**config.mk**
```make
export PLATFORM = sky130hd
export DESIGN_NAME = ram_master
export DESIGN_NICKNAME = d
export VERILOG_FILES = /design/src/rtl/ram_master.sv
export SDC_FILE = /design/constraint.sdc
export NUM_CORES = 1
export LEC_CHECK = 0
export CAP_MARGIN = 30
export CELL_PAD_IN_SITES_DETAIL_PLACEMENT = 1
export CELL_PAD_IN_SITES_GLOBAL_PLACEMENT = 2
export CORE_MARGIN = 1.5
export CORE_UTILIZATION = 26
export CTS_BUF_LIST = sky130_fd_sc_hd__clkbuf_2
export DETAILED_ROUTE_END_ITERATION = 8
export PLACE_DENSITY = 0.77
export SLEW_MARGIN = 5
export SYNTH_ARGS = -nofsm -noshare
export SYNTH_HDL_FRONTEND = slang
export SYNTH_SLANG_ARGS = --single-unit
```
**constraint.sdc**
```tcl
create_clock -name clk -period 2 [get_ports clk]
set_input_delay 0.4 -clock clk [delete_from_list [all_inputs] [get_ports clk]]
set_output_delay 0.4 -clock clk [all_outputs]
set_load 0.05 [all_outputs]
```
**src/rtl/ram_master.sv**
```systemverilog
// ram_master: load/store front-end for the 4 x 8-bit byte-lane data RAM.
// Takes one request at a time. Stores produce a one-cycle write strobe with
// per-lane enables and replicated data. Loads issue a read, wait one cycle
// for the RAM, then extract and extend the selected lanes. Every accepted
// request gets exactly one response.
// Optional build macro: RAM_MASTER_RANGE_CHK_EN. When defined, addresses
// outside [BASE_ADDR, BASE_ADDR + 2**RAM_ADDR_WIDTH) fault. When undefined,
// no range check is made and such addresses alias into the RAM window.
module ram_master #(
  parameter int ADDR_WIDTH     = 32,
  parameter int RAM_ADDR_WIDTH = 14,
  parameter logic [ADDR_WIDTH-1:0] BASE_ADDR = 32'h1000_0000
) (
  input  logic                  clk,
  input  logic                  rst_n,
  input  logic                  req_valid_i,
  output logic                  req_ready_o,
  input  logic                  req_we_i,
  input  logic [ADDR_WIDTH-1:0] req_addr_i,
  input  logic [1:0]            req_size_i,
  input  logic                  req_unsigned_i,
  input  logic [31:0]           req_wdata_i,
  output logic                  rsp_valid_o,
  input  logic                  rsp_ready_i,
  output logic [31:0]           rsp_rdata_o,
  output logic                  rsp_err_o,
  output logic [3:0]            ram_wr_en_o,
  output logic [ADDR_WIDTH-1:0] ram_wr_addr_o,
  output logic [31:0]           ram_wr_data_o,
  output logic [ADDR_WIDTH-1:0] ram_rd_addr_o,
  input  logic [31:0]           ram_rd_data_i
);

  typedef enum logic [2:0] {IDLE, WRITE, READ, DATA, RESP} state_t;

  state_t state, state_nx;

  logic            acc;
  logic            err;
  logic            align_err;
  logic            range_err;
  logic            out_of_range;
  logic [ADDR_WIDTH-1:0] off;
  logic [3:0]      mask;
  logic [31:0]     wdata_rep;
  logic [1:0]      size_q;
  logic [1:0]      lo_q;
  logic            uns_q;
  logic [7:0]      ld_byte;
  logic [15:0]     ld_half;
  logic [31:0]     ld_ext;

  assign req_ready_o = (state == IDLE);
  assign acc         = req_valid_i & req_ready_o;

  // Offset into the window; a borrow (addr < base) also lands in the upper bits.
  assign off          = req_addr_i - BASE_ADDR;
  assign out_of_range = (req_addr_i < BASE_ADDR) || (|(off >> RAM_ADDR_WIDTH));

`ifdef RAM_MASTER_RANGE_CHK_EN
  assign range_err = out_of_range;
`else
  // Range test is kept for visibility only; the RAM ignores upper bits.
  logic unused_range;
  assign unused_range = out_of_range;
  assign range_err    = 1'b0;
`endif

  // Decode alignment faults, lane mask and replicated store data.
  always_comb begin
    align_err = 1'b0;
    mask      = 4'b0000;
    wdata_rep = req_wdata_i;
    case (req_size_i)
      2'b00: begin
        mask      = 4'b0001 << req_addr_i[1:0];
        wdata_rep = {4{req_wdata_i[7:0]}};
      end
      2'b01: begin
        align_err = req_addr_i[0];
        mask      = req_addr_i[1] ? 4'b1100 : 4'b0011;
        wdata_rep = {2{req_wdata_i[15:0]}};
      end
      2'b10: begin
        align_err = |req_addr_i[1:0];
        mask      = 4'b1111;
      end
      default: align_err = 1'b1;
    endcase
  end

  assign err = align_err | range_err;

  // Select the addressed lanes of the returned word and extend them.
  always_comb begin
    ld_byte = ram_rd_data_i[7:0];
    case (lo_q)
      2'd1:    ld_byte = ram_rd_data_i[15:8];
      2'd2:    ld_byte = ram_rd_data_i[23:16];
      2'd3:    ld_byte = ram_rd_data_i[31:24];
      default: ld_byte = ram_rd_data_i[7:0];
    endcase
    ld_half = lo_q[1] ? ram_rd_data_i[31:16] : ram_rd_data_i[15:0];
    case (size_q)
      2'b00:   ld_ext = uns_q ? {24'd0, ld_byte} : {{24{ld_byte[7]}}, ld_byte};
      2'b01:   ld_ext = uns_q ? {16'd0, ld_half} : {{16{ld_half[15]}}, ld_half};
      default: ld_ext = ram_rd_data_i;
    endcase
  end

  // State register.
  always_ff @(posedge clk or negedge rst_n) begin
    if (!rst_n) state <= IDLE;
    else        state <= state_nx;
  end

  // Next-state logic.
  always_comb begin
    state_nx = state;
    case (state)
      IDLE:    if (acc) state_nx = err ? RESP : (req_we_i ? WRITE : READ);
      WRITE:   state_nx = RESP;
      READ:    state_nx = DATA;
      DATA:    state_nx = RESP;
      RESP:    if (rsp_ready_i) state_nx = IDLE;
      default: state_nx = IDLE;
    endcase
  end

  // Registered RAM strobes and response; the write enable is a one-cycle pulse.
  always_ff @(posedge clk or negedge rst_n) begin
    if (!rst_n) begin
      ram_wr_en_o   <= '0;
      ram_wr_addr_o <= '0;
      ram_wr_data_o <= '0;
      ram_rd_addr_o <= '0;
      rsp_valid_o   <= 1'b0;
      rsp_rdata_o   <= '0;
      rsp_err_o     <= 1'b0;
      size_q        <= '0;
      lo_q          <= '0;
      uns_q         <= 1'b0;
    end else begin
      ram_wr_en_o <= '0;
      case (state)
        IDLE: if (acc) begin
          size_q <= req_size_i;
          lo_q   <= req_addr_i[1:0];
          uns_q  <= req_unsigned_i;
          if (err) begin
            rsp_valid_o <= 1'b1;
            rsp_err_o   <= 1'b1;
            rsp_rdata_o <= '0;
          end else if (req_we_i) begin
            ram_wr_en_o   <= mask;
            ram_wr_addr_o <= req_addr_i;
            ram_wr_data_o <= wdata_rep;
          end else begin
            ram_rd_addr_o <= req_addr_i;
          end
        end
        WRITE: begin
          rsp_valid_o <= 1'b1;
          rsp_err_o   <= 1'b0;
          rsp_rdata_o <= '0;
        end
        DATA: begin
          rsp_valid_o <= 1'b1;
          rsp_err_o   <= 1'b0;
          rsp_rdata_o <= ld_ext;
        end
        RESP: if (rsp_ready_i) rsp_valid_o <= 1'b0;
        default: ;
      endcase
    end
  end

endmodule

```
### Word-level counts from Yosys, hierarchy flattened

Index checks and enable logic that the tools add are counted.

* logic and storage cells: 69
* bits of input ports: 104
* register bits: 142

* shifts and indexed selects: 1
* bitwise operators: 3
* eq/ne operators: 13
* multiplexer cells: 26
* reduce and logical (&&, ||, !) cells: 15

Operators with widths (count)
* 2-to-1 mux 32 bit: 4
* case mux 32 bit (2 select lines): 2
* case mux 32 bit (3 select lines): 1
* case mux 8 bit (3 select lines): 1
* 2-to-1 mux 4 bit: 5
* 2-to-1 mux 16 bit: 1
* case mux 3 bit (4 select lines): 1
* case mux 4 bit (3 select lines): 1
* AND reduction 4 bit: 3
* 2-to-1 mux 3 bit: 3
* equality test 2 x 1 -> 1 bit, second input constant: 3
* equality test 2 bit, second input constant: 3
* equality test 3 x 2 -> 1 bit, second input constant: 2
* case mux 1 bit (3 select lines): 2
* AND reduction 3 bit: 2
* nonzero test 3 bit: 2
* zero test 2 bit: 2
* != test 2 x 1 -> 1 bit, second input constant: 2
* AND reduction 2 bit: 2
* OR reduction 2 bit: 2
* left shift 1 x 2 -> 4 bit, first input constant: 1
* equality test 3 x 1 -> 1 bit, second input constant: 1
* equality test 3 bit, second input constant: 1
* zero test 3 bit: 1
* other kinds (7): 10

### Logic depth before layout (Yosys ltp)

Gate-level depths: netlist of the first run.

* word-level depth: 6
* depth in mapped cells: 7
* gate-level depth less buffers: 4

### Worst setup path before layout of the first run

No wires, ideal clock.

* path kind: reg-to-output
* start: register state[2]
* end: output port req_ready_o
* path buffers: 1
* stages on the path, launching flop included: 3
* data arrival time: 1.597 ns
* slack: 0.003 ns
* cells stage by stage: dfrtp_1 -> buf_2 -> nor3_1

* cells in the longest elaborated chain, start to end: 1

RTL lines
* from (decl): line 36 `state_t state, state_nx;`
* from (signal assigned): line 114 `else state <= state_nx;`
* zero test 3 bit: line 53 `assign req_ready_o = (state == IDLE);`
* to (decl): line 17 `output logic req_ready_o,`

Every way passes these cells.

### Worst setup path after layout of the first run

Same ends and word-level chain as after synthesis.

==> impl_results.md, run 1 <==
* Register area share after synthesis at 58.1%
* H-tree depth at 4
* R2r endpoint: ram_wr_data_o[2]
* Row Count at 55
* Ys async rst share at 100%
* DR DRC count at 0
* Worst Path Arrival at 1.62 ns
* Clk Tree Root Cell: clkbuf_2
* Worst endpoint required time at 1.60 ns
* Reg area at 3560 µm²
* Worst Reg-to-Reg Cells at 6
* Avg WL per Cell at 20.1 µm
* PnR worst setup slack at -0.0190 ns
* Chip width at 156 µm
* Post-synth EDFFs at 0
* GRT Total Usage at 17.6%
* Final min period at 2.02 ns
* Synthesized area per cell at 12.7 µm²
* Vias per Instance at 4.68
* Die area at 24500 µm²
* Largest net degree at the start of global routing at 52
* CTS tree: yes
* Placer congestion estimate at 0.805
* Final-report hold violation count at 0
* Slew Viols, Final at 0
* Post-synthesis register bit count at 142
* RSZ-0062 raised after global routing: true
* Routed Antenna Nets at 0
* Clock buffer depth at 2
* Port-buffer cells at 238
* Total power draw at 15.3 mW
* Die H at 156 µm
* Slew @ Worst Pin at 0.679 ns
* Worst-Skew Late Latency at 0.70 ns
* Yosys top cell by area: dfrtp_1
* Detail Placement HPWL at 15.4 mm
* CP Capture Type: output pin
* Leakage at 4.15 nW
* Synth top area share at 58.1%
* Tcrit/Tclk final at 101%
* Yosys cell types at 39
* Setup violators final at 1
* Syn-to-layout area delta at 48.7%
* Number of DRC markers in iteration 0 at 168
* Slew HR at 54.7%
* Vias at 5037
* Fill count at 2543
* Post-Route Utilization at 39.8%
* GRT overflow at 0
* Final Net Count at 853
* Detailed Routing Iterations Pass 1 at 4
* Startpoint types: register
* Vias in the first global route at 5644
* Initial antenna violation count at 2
* Cells after Synth at 481
* Initial Util at 26.8%
* Syn Nets at 585
* R2r setup slk at 0.04 ns
* VDD IR max at 0.891 mV
* MaxCap Viol Count at 0
* Kind of critical path: reg -> out
* Mapped Area at 6120 µm²
* Main synth FF type: dfrtp_1
* # IOs at 239
* Fmax at 495 MHz
* Final wirelength at 21.7 mm
* Core Area at 22800 µm²
* Synth warn at 0
* Final Skew at 0.0431 ns
* Share of post-route cells with drive strength above 1 at 41.2%
* Crit-path max FO at 4
* Num CTS Buffers at 17
* Launching point of the worst reg2reg path: state[2]
* Area of the multi-input gates at 2400 µm²
* Pwr dens at 1690 nW/µm²
* Clock sink count at 142
* Worst hold path class: in -> async
* Failing checks: setup timing
* Area contributors post-synth: dfrtp_1, mux2_2, mux2i_1
* First-pass GRT wire length at 32.7 mm
* Status: finished with violations
* CTS clk-pin slew, worst paths at 0.25 ns
-- layout by cell type, fill, tap and decap left out, drive strengths merged, types with 3 or more instances in the layout --
cell type      Yosys  final
o22ai             14     14
a221o             16     16
nand2             29     29
clkinv             1      4
mux2i             24     24
o21a               7      7
buf               17    142
a31oi              3      3
dfrtp            142    142
a22o               8      8
inv                3      8
clkdlybuf4s15      0     28
a21oi             28     28
nor2              15     15
o2bb2ai            7      7
clkdlybuf4s50      0    101
nand2b             5      5
mux2              86     86
nor3               4      4
clkinvlp           0      5
clkdlybuf4s18      0      9
clkbuf            18     21
o21ai             35     35
-- per-layer routing --
layer | vias up | wire length [µm] | track usage, %
met5 | - | 11 | 0
met1 | 2512 | 9120 | 21.1
li1 | 2301 | - | -
met4 | 2 | 509 | 5.76
met2 | 196 | 10200 | 29.3
met3 | 26 | 1770 | 6.18
-- report_power, final --
part	leakage [nW]	total [mW]	internal (mW)	switching [mW]
clock network	0.124	1.65	0.472	1.18
registers	1.78	4.79	4.03	0.758
logic	2.25	8.90	2.83	6.07
-- flip-flops by register name (all words and copies together) (netlist names), 2 cells and up --
signal and cells:
rsp_rdata_o 32, ram_wr_en_o 4, size_q 2, ram_wr_addr_o 32, lo_q 2, ram_rd_addr_o 32
ram_wr_data_o 32, state 3
-- critical path, stage by stage, from the launching register on --
cell and delay [ns]:
dfrtp_2 0.51, nor3_4 0.24, buf_12 0.16
-- logic make-up (layout without fill, tap and decap cells) --
logic type | count (synthesis) | count (layout) | share of synthesized area (%)
buf+inv | 39 | 320 | 3.13
other cells | 0 | 1 | 0
flops | 142 | 142 | 58.1
simple gates | 65 | 65 | 5.11
compound gates | 125 | 125 | 13.9
mux | 110 | 110 | 19.8
-- synthesized netlist by cell type, types with 2 or more instances --
| cell type | n |
|---|---|
| nand2b_1 | 5 |
| dfrtp_1 | 142 |
| a31oi_1 | 2 |
| nand3b_1 | 2 |
| o22ai_1 | 14 |
| buf_2 | 9 |
| a221o_1 | 16 |
| mux2i_1 | 24 |
| a21oi_1 | 28 |
| nand3_1 | 2 |
| o21ai_0 | 35 |
| mux2_2 | 86 |
| o211ai_1 | 2 |
| nor2_1 | 15 |
| o21a_1 | 7 |
| nor3_1 | 4 |
| a22o_1 | 8 |
| o2bb2ai_1 | 7 |
| inv_1 | 3 |
| clkbuf_1 | 18 |
| buf_6 | 4 |
| nand2_1 | 29 |
| buf_1 | 3 |
-- layout make-up --
cell class	instances	share of cell area [%]
multi-input cells	300	26.4
diodes	1	0.0275
clock inverters	14	1.47
flip-flops and latches	142	39.1
inverters	4	0.165
clock buffers	18	0.990
repair buffers	284	27.6
well taps	313	4.30
-- how the worst max path moves through the flow --
stage                   from  slack, ns           endpoint  cells after the start
2_1_floorplan       state[2]      0.003        req_ready_o                      2
3_5_place_dp   req_size_i[0]      -0.38  ram_wr_addr_o[15]                      5
5_1_grt             state[2]      -0.16        req_ready_o                      2
3_3_place_gp   req_addr_i[0]      -0.27  ram_wr_addr_o[19]                      5
4_1_cts             state[2]      -0.12        req_ready_o                      2
6_report            state[2]      -0.02        req_ready_o                      2
-- through the flow --
step	hold slack [ns]	setup TNS [ns]	cell area [µm²]	cells	worst slack, ns
after global routing	0.113	-0.822	9100	1076	-0.162
after detailed placement	0.395	-28.13	9010	1030	-0.377
after global placement	0.381	-16.97	9010	1030	-0.267
after CTS	0.109	-0.132	9310	1067	-0.122
final	0.178	-0.0190	9100	1076	-0.0190
after floorplan	0.104	0	6120	481	0.00257
-- repair_timing --
| action | CTS | global route |
|---|---|---|
| buffers inserted | 3 | 5 |
| pin swaps | 4 | 3 |
| gates cloned | 1 | 4 |
| hold buffers | 1 | 0 |
| resized for setup | 400 | 142 |
| endpoints found under the setup margin | 154 | 137 |
| hold endpoints to repair | 99 | 0 |
Power figures use the tool's default switching activity.
==> run 2: changes to the inputs <==
CORE_UTILIZATION = 28   (was 26)
PLACE_DENSITY = 0.79   (was 0.77)
clock period = 1.9 ns   (was 2 ns; I/O delays follow)
==> run 2 against run 1 <==
Net effect: the run still ends with setup timing left; critical path depth up 7; via count increased by 4.2%; non-clock buffer count rose by 31; clock skew is 0.014 ns lower; wire length up 3.9%; total power up 14%; largest cell class unchanged; worst hold slack got worse by 0.0095 ns; critical path type is now reg -> reg; sequential share of layout area fell by 3.2 points; die area shrank 7.0%; worst setup slack worse by 0.16 ns.
==> impl_results.md, run 2 (synthesis results as in run 1) <==
* Status: finished with violations
* Failing checks: setup timing
* Die H at 151 µm
* Row Count at 53
* CP top delay family: buffers and inverters
* Share of post-route cells with drive strength above 1 at 48.5%
* Hold slack at 0.168 ns
* Most frequent cells in the layout: dfrtp_1, buf_4, clkdlybuf4s50_1, mux2_2, clkbuf_4
* GRT Total Usage at 18.8%
* CTS clk-pin slew, worst paths at 0.23 ns
* Startpoint types: register
* Initial Util at 28.8%
* Final wirelength at 22.5 mm
* Setup violators final at 78
* Avg WL per Cell at 21.1 µm
* Routed Antenna Nets at 0
* Initial antenna violation count at 1
* Slowest cell delay on critical path at 0.44 ns
* Post-Route Utilization at 46.7%
* Crit-path cells: buf_6, buf_4, buf_6, nor4b_4, o211ai_1, buf_6, buf_6, clkbuf_16, mux2_2
* Fill count at 2278
* Num CTS Buffers at 17
* Buffers & Inverters on Critical Path at 6
* Detail Placement HPWL at 14.9 mm
* Final-report hold violation count at 0
* Placer congestion estimate at 0.785
* Slew Viols, Final at 0
* Final instance area at 9900 µm²
* Pint at 8.69 mW
* Worst Path Arrival at 2.70 ns
* Chip width at 151 µm
* Worst-Skew Late Latency at 0.73 ns
* Post-Layout Cell Count at 1069
* CTS tree: yes
* Placed Instance Area at 8910 µm²
* Combinational share of power at 59.7%
* Worst hold path class: in -> async
* PnR worst setup slack at -0.177 ns
* VDD IR max at 0.931 mV
* Final Net Count at 884
* First-pass GRT wire length at 32.3 mm
* Vias per Instance at 4.91
* Clock sink count at 142
* H-tree depth at 4
* Die area at 22800 µm²
* CP Capture Type: register
* DR DRC count at 0
* Clock buffer depth at 2
* Pwr dens at 1770 nW/µm²
* Switch Pwr at 8.85 mW
* Crit-path max FO at 6
* Tcrit/Tclk final at 109%
* GRT overflow at 0
* Detailed Routing Iterations Pass 1 at 4
* Clock power frac at 10.9%
* Port-buffer cells at 238
* Largest net degree at the start of global routing at 54
* RSZ-0062 raised after global routing: true
* MaxCap Viol Count at 0
* Most common cell after layout, fill and taps aside: dfrtp_1
* Syn-to-layout area delta at 61.8%
* Slowest cell on crit path: dfrtp_1
* Worst endpoint required time at 2.52 ns
* Slew @ Worst Pin at 0.688 ns
* Clk Tree Root Cell: clkbuf_2
* # IOs at 239
* Final min period at 2.08 ns
* Number of DRC markers in iteration 0 at 124
* Slew HR at 54.1%
* Vias in the first global route at 5527
* Leakage at 4.57 nW
* Sequential share of power at 29.4%
* Most used cell, CP: buf_6
* Switching Share at 50.5%
* Placed cells at 994
* Kind of critical path: reg -> reg
* Final Skew at 0.0292 ns
* Total power draw at 17.5 mW
* Core Area at 21200 µm²
* Fmax at 482 MHz
* Vias at 5247
[run 2: cell types whose count changed in the layout (fill, tap and decap cells not counted), moves of 15 or more]
cell,delta
buf_4,+63
clkdlybuf4s15_2,-28
o21ai_2,+21
o21ai_0,-19
nand2_4,+19
clkbuf_4,+32
nand2_1,-23
buf_2,-61
buf_6,+15
[run 2: layout make-up]
type	count	area [µm²]	share of cell area, %
Multi-Input combinational cell	300	2660	26.9
Clock inverter	15	161	1.63
Clock buffer	17	85.1	0.859
Timing Repair Buffer	315	3080	31.1
Sequential cell	142	3550	35.9
Antenna cell	1	2.50	0.0253
Tap cell	275	344	3.47
Inverter	4	15.0	0.152
[run 2: power by group through the flow]
stage                     clock network [mW]  registers (mW)  logic (mW)
after floorplan                            0            9.05        2.28
after global placement                     0            5.00        9.77
after detailed placement                   0            5.07        9.95
after CTS                               1.96            4.99        9.53
after global routing                    2.11            5.31        10.9
final                                   1.92            5.15        10.5
[run 2: repair_timing]
item,in CTS,in global routing
endpoints found under the setup margin,129,139
cloned,6,10
buffers inserted,9,19
hold endpoints to repair,140,0
pin swaps,5,37
hold buffers,1,0
resized for setup,414,216
[run 2: stage by stage]
| step | setup WS, ns | setup TNS [ns] |
|---|---|---|
| after floorplan | 0.0523 | 0 |
| after global placement | -0.362 | -34.78 |
| after detailed placement | -0.442 | -42.38 |
| after CTS | -0.205 | -1.36 |
| after global routing | -0.278 | -12.40 |
| final | -0.177 | -5.09 |
[run 2: worst reg2reg max path: stages, from the launching register on]
cell and delay [ns]:
dfrtp_1 0.44, buf_6 0.13, buf_4 0.13, buf_6 0.12, nor4b_4 0.26, o211ai_1 0.18, buf_6 0.20, buf_6 0.13
clkbuf_16 0.15, mux2_2 0.27
[run 2: metal layers]
| metal | up-vias | GRT usage, % | share of wire, % |
|---|---|---|---|
| li1 | 2362 | - | - |
| met1 | 2688 | 23.6 | 42 |
| met2 | 179 | 32.0 | 50 |
| met3 | 18 | 5.30 | 6.6 |
| met4 | 0 | 4.81 | 1.4 |
| met5 | - | 0 | 0 |
[run 2: path summary, 6_finish.rpt]
| path | startpoint | end | slack, ns | cells after the start |
|---|---|---|---|---|
| setup / recovery | state[0] | ram_wr_data_o[7] | -0.18 | 9 |
| hold / removal | rst_n | ram_wr_data_o[28] | 0.17 | 2 |
| setup reg to reg | state[0] | ram_wr_data_o[7] | -0.18 | 9 |
| hold reg to reg | rsp_rdata_o[13] | rsp_rdata_o[13] | 0.53 | 1 |
| max in group asynchronous | rst_n | ram_wr_addr_o[27] | 1.11 | 3 |
| min in group clk | req_wdata_i[18] | ram_wr_data_o[18] | 0.27 | 3 |
==> RTL change 1: new RTL, flow settings as in run 1 <==
Add a define of `RAM_MASTER_RANGE_CHK_EN`.
--- a/src/rtl/ram_master.sv
+++ b/src/rtl/ram_master.sv
@@ -6,6 +6,8 @@
 // Optional build macro: RAM_MASTER_RANGE_CHK_EN. When defined, addresses
 // outside [BASE_ADDR, BASE_ADDR + 2**RAM_ADDR_WIDTH) fault. When undefined,
 // no range check is made and such addresses alias into the RAM window.
+`define RAM_MASTER_RANGE_CHK_EN
+
 module ram_master #(
   parameter int ADDR_WIDTH     = 32,
   parameter int RAM_ADDR_WIDTH = 14,
Formal check against the unedited RTL: not equivalent (a bounded check fails within 4 cycles, from zero or initial values and one cycle with rst_n low).
==> RTL change 1 against run 1 <==
The flow still finishes with violations (negative setup slack); core utilization grew 1.1 points; final area grew 2.8%; synthesized area shrank 0.22%; clock skew is essentially flat; worst setup slack lost 78 ps; sequential cell count is the same; routed wire length shrank 2.0%.
Power is not compared: it rests on default switching activity, and its combinational part moved more than twofold at a synthesized area within 25%.
==> RTL change 1: results (changes against run 1) <==
stage,metric,value,unit,change
outcome,status,"complete, but fails checks",,
outcome,violations,negative setup slack,,
layout,n_antenna_cell,2,,+1
layout,clock_buffer_count,17,,-1
setup_path,arrival,2670,ps,+1050 ps
drt,wl_met1,8480,um,-7.1%
drt,wl_met2,10600,um,+3.1%
synthesis,ys_types,44,,+13%
timing,fin_ws,-96.8,ps,-77.8 ps
synthesis,netlist_top_cells_count,"dfrtp_1 (142), mux2_2 (79), nor2b_1 (40)",,
layout,sh_seq_area,38.0,%,-1.1 points
cts,cts_resized,396,,-1.0%
synthesis,synth.area.top_cells,"dfrtp_1 (58%), mux2_2 (15%), nor2b_1 (4.1%)",,
synthesis,syn_nets,565,,-3.4%
placement,place_hpwl,14800,um,-3.8%
global_route,grtUsageMet3,6.84,%,+0.66 points
drt,top_layer_used,met4,,
layout,multiInputGateArea,2540,um^2,+5.8%
drt,initialDrtViolationCount,139,,-17%
layout,comb.multi_input.count,284,,-5.3%
synthesis,syn_avg_cell_area,13.2,um^2,+4.1%
setup_path,crit_fanout,6,,+2
layout,final_nets,863,,+1.2%
layout,inverters_excl_clock,5,,+1
timing,setup_viol,48,,+47
drt,wl_met3,1780,um,+0.39%
setup_path,crit_type,register to register,,
cts,clk-insertion-delay-late,720,ps,+20 ps
global_route,grt_usage,16.9,%,-0.66 points
drt,vias,5102,,+1.3%
layout,instances_no_fill,1087,,+1.0%
layout,fillCellCount,2499,,-1.7%
timing,slew_headroom,63.1,%,+8.4 points
placement,place_inst,1028,,-0.19%
synthesis,synth-compound-area-share,11.2,%,-2.7 points
synthesis,yosysSeqAreaShare,58.2,%,+0.13 points
cts,post_cts_buffers,9,,+6
global_route,grt_first_pass_wirelength,31500,um,-3.5%
setup_path,slowest_delay,440,ps,-70 ps
setup_path,critPathLaunch,state[1],,
global_route,antenna_found_initial,1,,-1
setup_path,reg2reg_depth,8,,+2
setup_path,cp_top_family,simple AND/OR/NAND/NOR gates,,
placement,place_congestion,0.791,,-1.8%
global_route,grt_pass1_vias,5520,,-2.2%
layout,n_all_buffers,309,,+8.8%
layout,seq_cell_count,142,,unchanged
global_route,use_met2,28.7,%,-0.59 points
setup_path,crit_path_top_delay_cell,dfrtp_1,,
global_route,use_met1,19.6,%,-1.5 points
timing,finClkSkew,42.9,ps,-0.194 ps
synthesis,muxShareOfSynthArea,17.9,%,-1.8 points
drt,wl_per_cell,19.5,um,-3.0%
layout,drive_gt1_share,43.0,%,+1.8 points
layout,clk_share,2.54,%,+0.081 points
RTL change 1: metrics by stage:
step                utilization, %  TNS, ps  instance area, um^2  setup slack [ps]
floorplan                        -    -8240                 6130              -179
global placement              39.9   -85290                 9110              -768
detailed placement            39.9   -89400                 9110              -829
CTS                           42.0    -1680                 9590              -124
global route                  40.9    -8350                 9350              -204
finish                        40.9    -2200                 9350             -96.8
RTL change 1: worst min-delay path by stage:
stage	end	slack, ps	depth (start not counted)
floorplan	lo_q[0]	100	0
global placement	ram_wr_addr_o[30]	360	1
detailed placement	ram_wr_addr_o[26]	360	1
CTS	ram_wr_addr_o[26]	60	2
global route	ram_wr_addr_o[26]	50	2
finish	ram_wr_addr_o[26]	160	2
RTL change 1: power breakdown:
part,switching (W),internal [W]
registers,0.0000361,0.00291
clock network,0.00124,0.000494
logic,0.000494,0.000490
==> RTL change 2: new RTL, settings of run 1 <==
Without the edit above. Make the reset (`rst_n`) synchronous in 2 clocked blocks.
--- a/src/rtl/ram_master.sv
+++ b/src/rtl/ram_master.sv
@@ -109,7 +109,7 @@
   end
 
   // State register.
-  always_ff @(posedge clk or negedge rst_n) begin
+  always_ff @(posedge clk) begin
     if (!rst_n) state <= IDLE;
     else        state <= state_nx;
   end
@@ -128,7 +128,7 @@
   end
 
   // Registered RAM strobes and response; the write enable is a one-cycle pulse.
-  always_ff @(posedge clk or negedge rst_n) begin
+  always_ff @(posedge clk) begin
     if (!rst_n) begin
       ram_wr_en_o   <= '0;
       ram_wr_addr_o <= '0;
Function: differs if rst_n is asserted again (counterexample within 4 cycles, from zero or initial values and one cycle with rst_n low); with rst_n held inactive, the same outputs for 4 cycles.
==> RTL change 2 against run 1 <==
Sequential cell count is the same; count of clock-buffer cells in the layout unchanged; final area fell by 4.2%; worst setup slack better by 150 ps; synthesized area shrank 3.6%; routed wire length is 4.6% lower; die area decreased by 3.5%; largest cell class unchanged.
Power is not compared: it rests on default switching activity, and its combinational part moved more than twofold at a synthesized area within 25%.
==> RTL change 2: results (changes against run 1) <==
stage,metric,value,unit,change
setup_path,regToRegStartpoint,state[1],,
global_route,grt_pass1_vias,6006,,+6.4%
synthesis,synth.area.top_cells,"dfxtp_1 (48%), o21ai_0 (8.0%), nand3_1 (7.6%)",,
global_route,grt_first_pass_wirelength,32700,um,about the same
synthesis,ys_types,44,,+13%
global_route,antenna_found_initial,1,,-1
floorplanning,rows,54,,-1.8%
timing,fin_ws,129,ps,+148 ps
synthesis,async_flop_share,0,%,-100 points
placement,dp_slack,-396,ps,-19.2 ps
timing,finClkSkew,29.9,ps,-13.2 ps
drt,initialDrtViolationCount,194,,+15%
synthesis,netlist_top_cells_count,"dfxtp_1 (142), o21ai_0 (94), nand3_1 (90)",,
pwr,max-vdd-ir-drop,0.000368,V,
setup_path,crit_path_top_delay_cell,dfxtp_4,,
setup_path,arrival,1470,ps,-150 ps
setup_path,reg2reg_depth,7,,+1
placement,post_dp_cell_area,8620,um^2,-4.3%
placement,place_congestion,0.759,,-5.7%
global_route,grt_max_degree,155,,+200%
setup_path,regToRegSetupSlack,240,ps,+200 ps
min_path,min_path_type,primary input to register,,
setup_path,r2r-end,ram_wr_addr_o[9],,
drt,vias,5643,,+12%
synthesis,syn_inst,658,,+37%
timing,slew_headroom,50.0,%,-4.7 points
placement,place_inst,1148,,+11%
outcome,status,completed,,
drt,routed_wl,20700,um,-4.6%
setup_path,slowest_delay,400,ps,-110 ps
placement,place_hpwl,14800,um,-3.9%
layout,drive_gt1_share,24.6,%,-17 points
setup_path,crit_fanout,2,,-2
synthesis,syn_nets,762,,+30%
layout,instances_no_fill,1184,,+10%
layout,final_nets,994,,+17%
global_route,grt_usage,17.6,%,+0.058 points
synthesis,yosysSeqAreaShare,48.2,%,-9.9 points
[RTL change 2: worst max path at each step]
stage,from,to,cells after the start
finish,state[1],req_ready_o,2
global route,state[1],req_ready_o,2
CTS,ram_wr_addr_o[12],ram_wr_addr_o[12],1
detailed placement,ram_rd_data_i[31],rsp_rdata_o[28],5
global placement,ram_rd_data_i[31],rsp_rdata_o[18],5
floorplan,state[2],req_ready_o,2
[RTL change 2: kinds of logic after synthesis]
family / after synthesis / synth area share (%)
multiplexers: 41 / 6.98
buffers and inverters: 74 / 5.45
AND/OR/NAND/NOR: 210 / 17.7
AO/OA/AOI/OAI: 191 / 21.7
flip-flops: 142 / 48.2
[RTL change 2: cell type report]
class,count,area (um^2)
Antenna cell,1,2.50
Tap cell,280,350
Multi-Input combinational cell,442,2770
Clock inverter,14,181
Clock buffer,18,90.1
Timing Repair Buffer,273,2420
Fill cell,2602,13300
Inverter,14,52.6
Sequential cell,142,2850
[RTL change 2: through the flow]
stage	hold WS (ps)	setup TNS [ps]
2_1_floorplan	498	0
3_3_place_gp	445	-17070
3_5_place_dp	453	-19000
4_1_cts	126	0
5_1_grt	125	-31.4
6_report	226	0
[RTL change 2: where the power goes]
part,leakage [nW],internal [W],switching (W)
Combinational,2.34,0.000498,0.000764
Clock,0.163,0.000736,0.00119
Sequential,1.15,0.00293,0.0000587
Total,3.65,0.00417,0.00201
[RTL change 2: metal layers]
layer | share of wire (%) | vias to the layer above | track usage (%)
li1 | - | 2793 | -
met1 | 43 | 2656 | 20.8
met2 | 46 | 177 | 29.4
met3 | 9.6 | 17 | 7.58
met4 | 1.1 | 0 | 4.35
met5 | 0 | - | 0
[RTL change 2: timing repair]
action                     CTS  global route
hold endpoints to repair     1             0
hold buffers                 1             0
gates resized for setup    352           125
setup endpoints to repair  114            79
setup buffers                2             0
[RTL change 2: worst max-delay path, delay by kind of cell (launching register included)]
kind,cells,cell delay (ps)
flops,1,400
simple gates,1,190
buf+inv,1,180
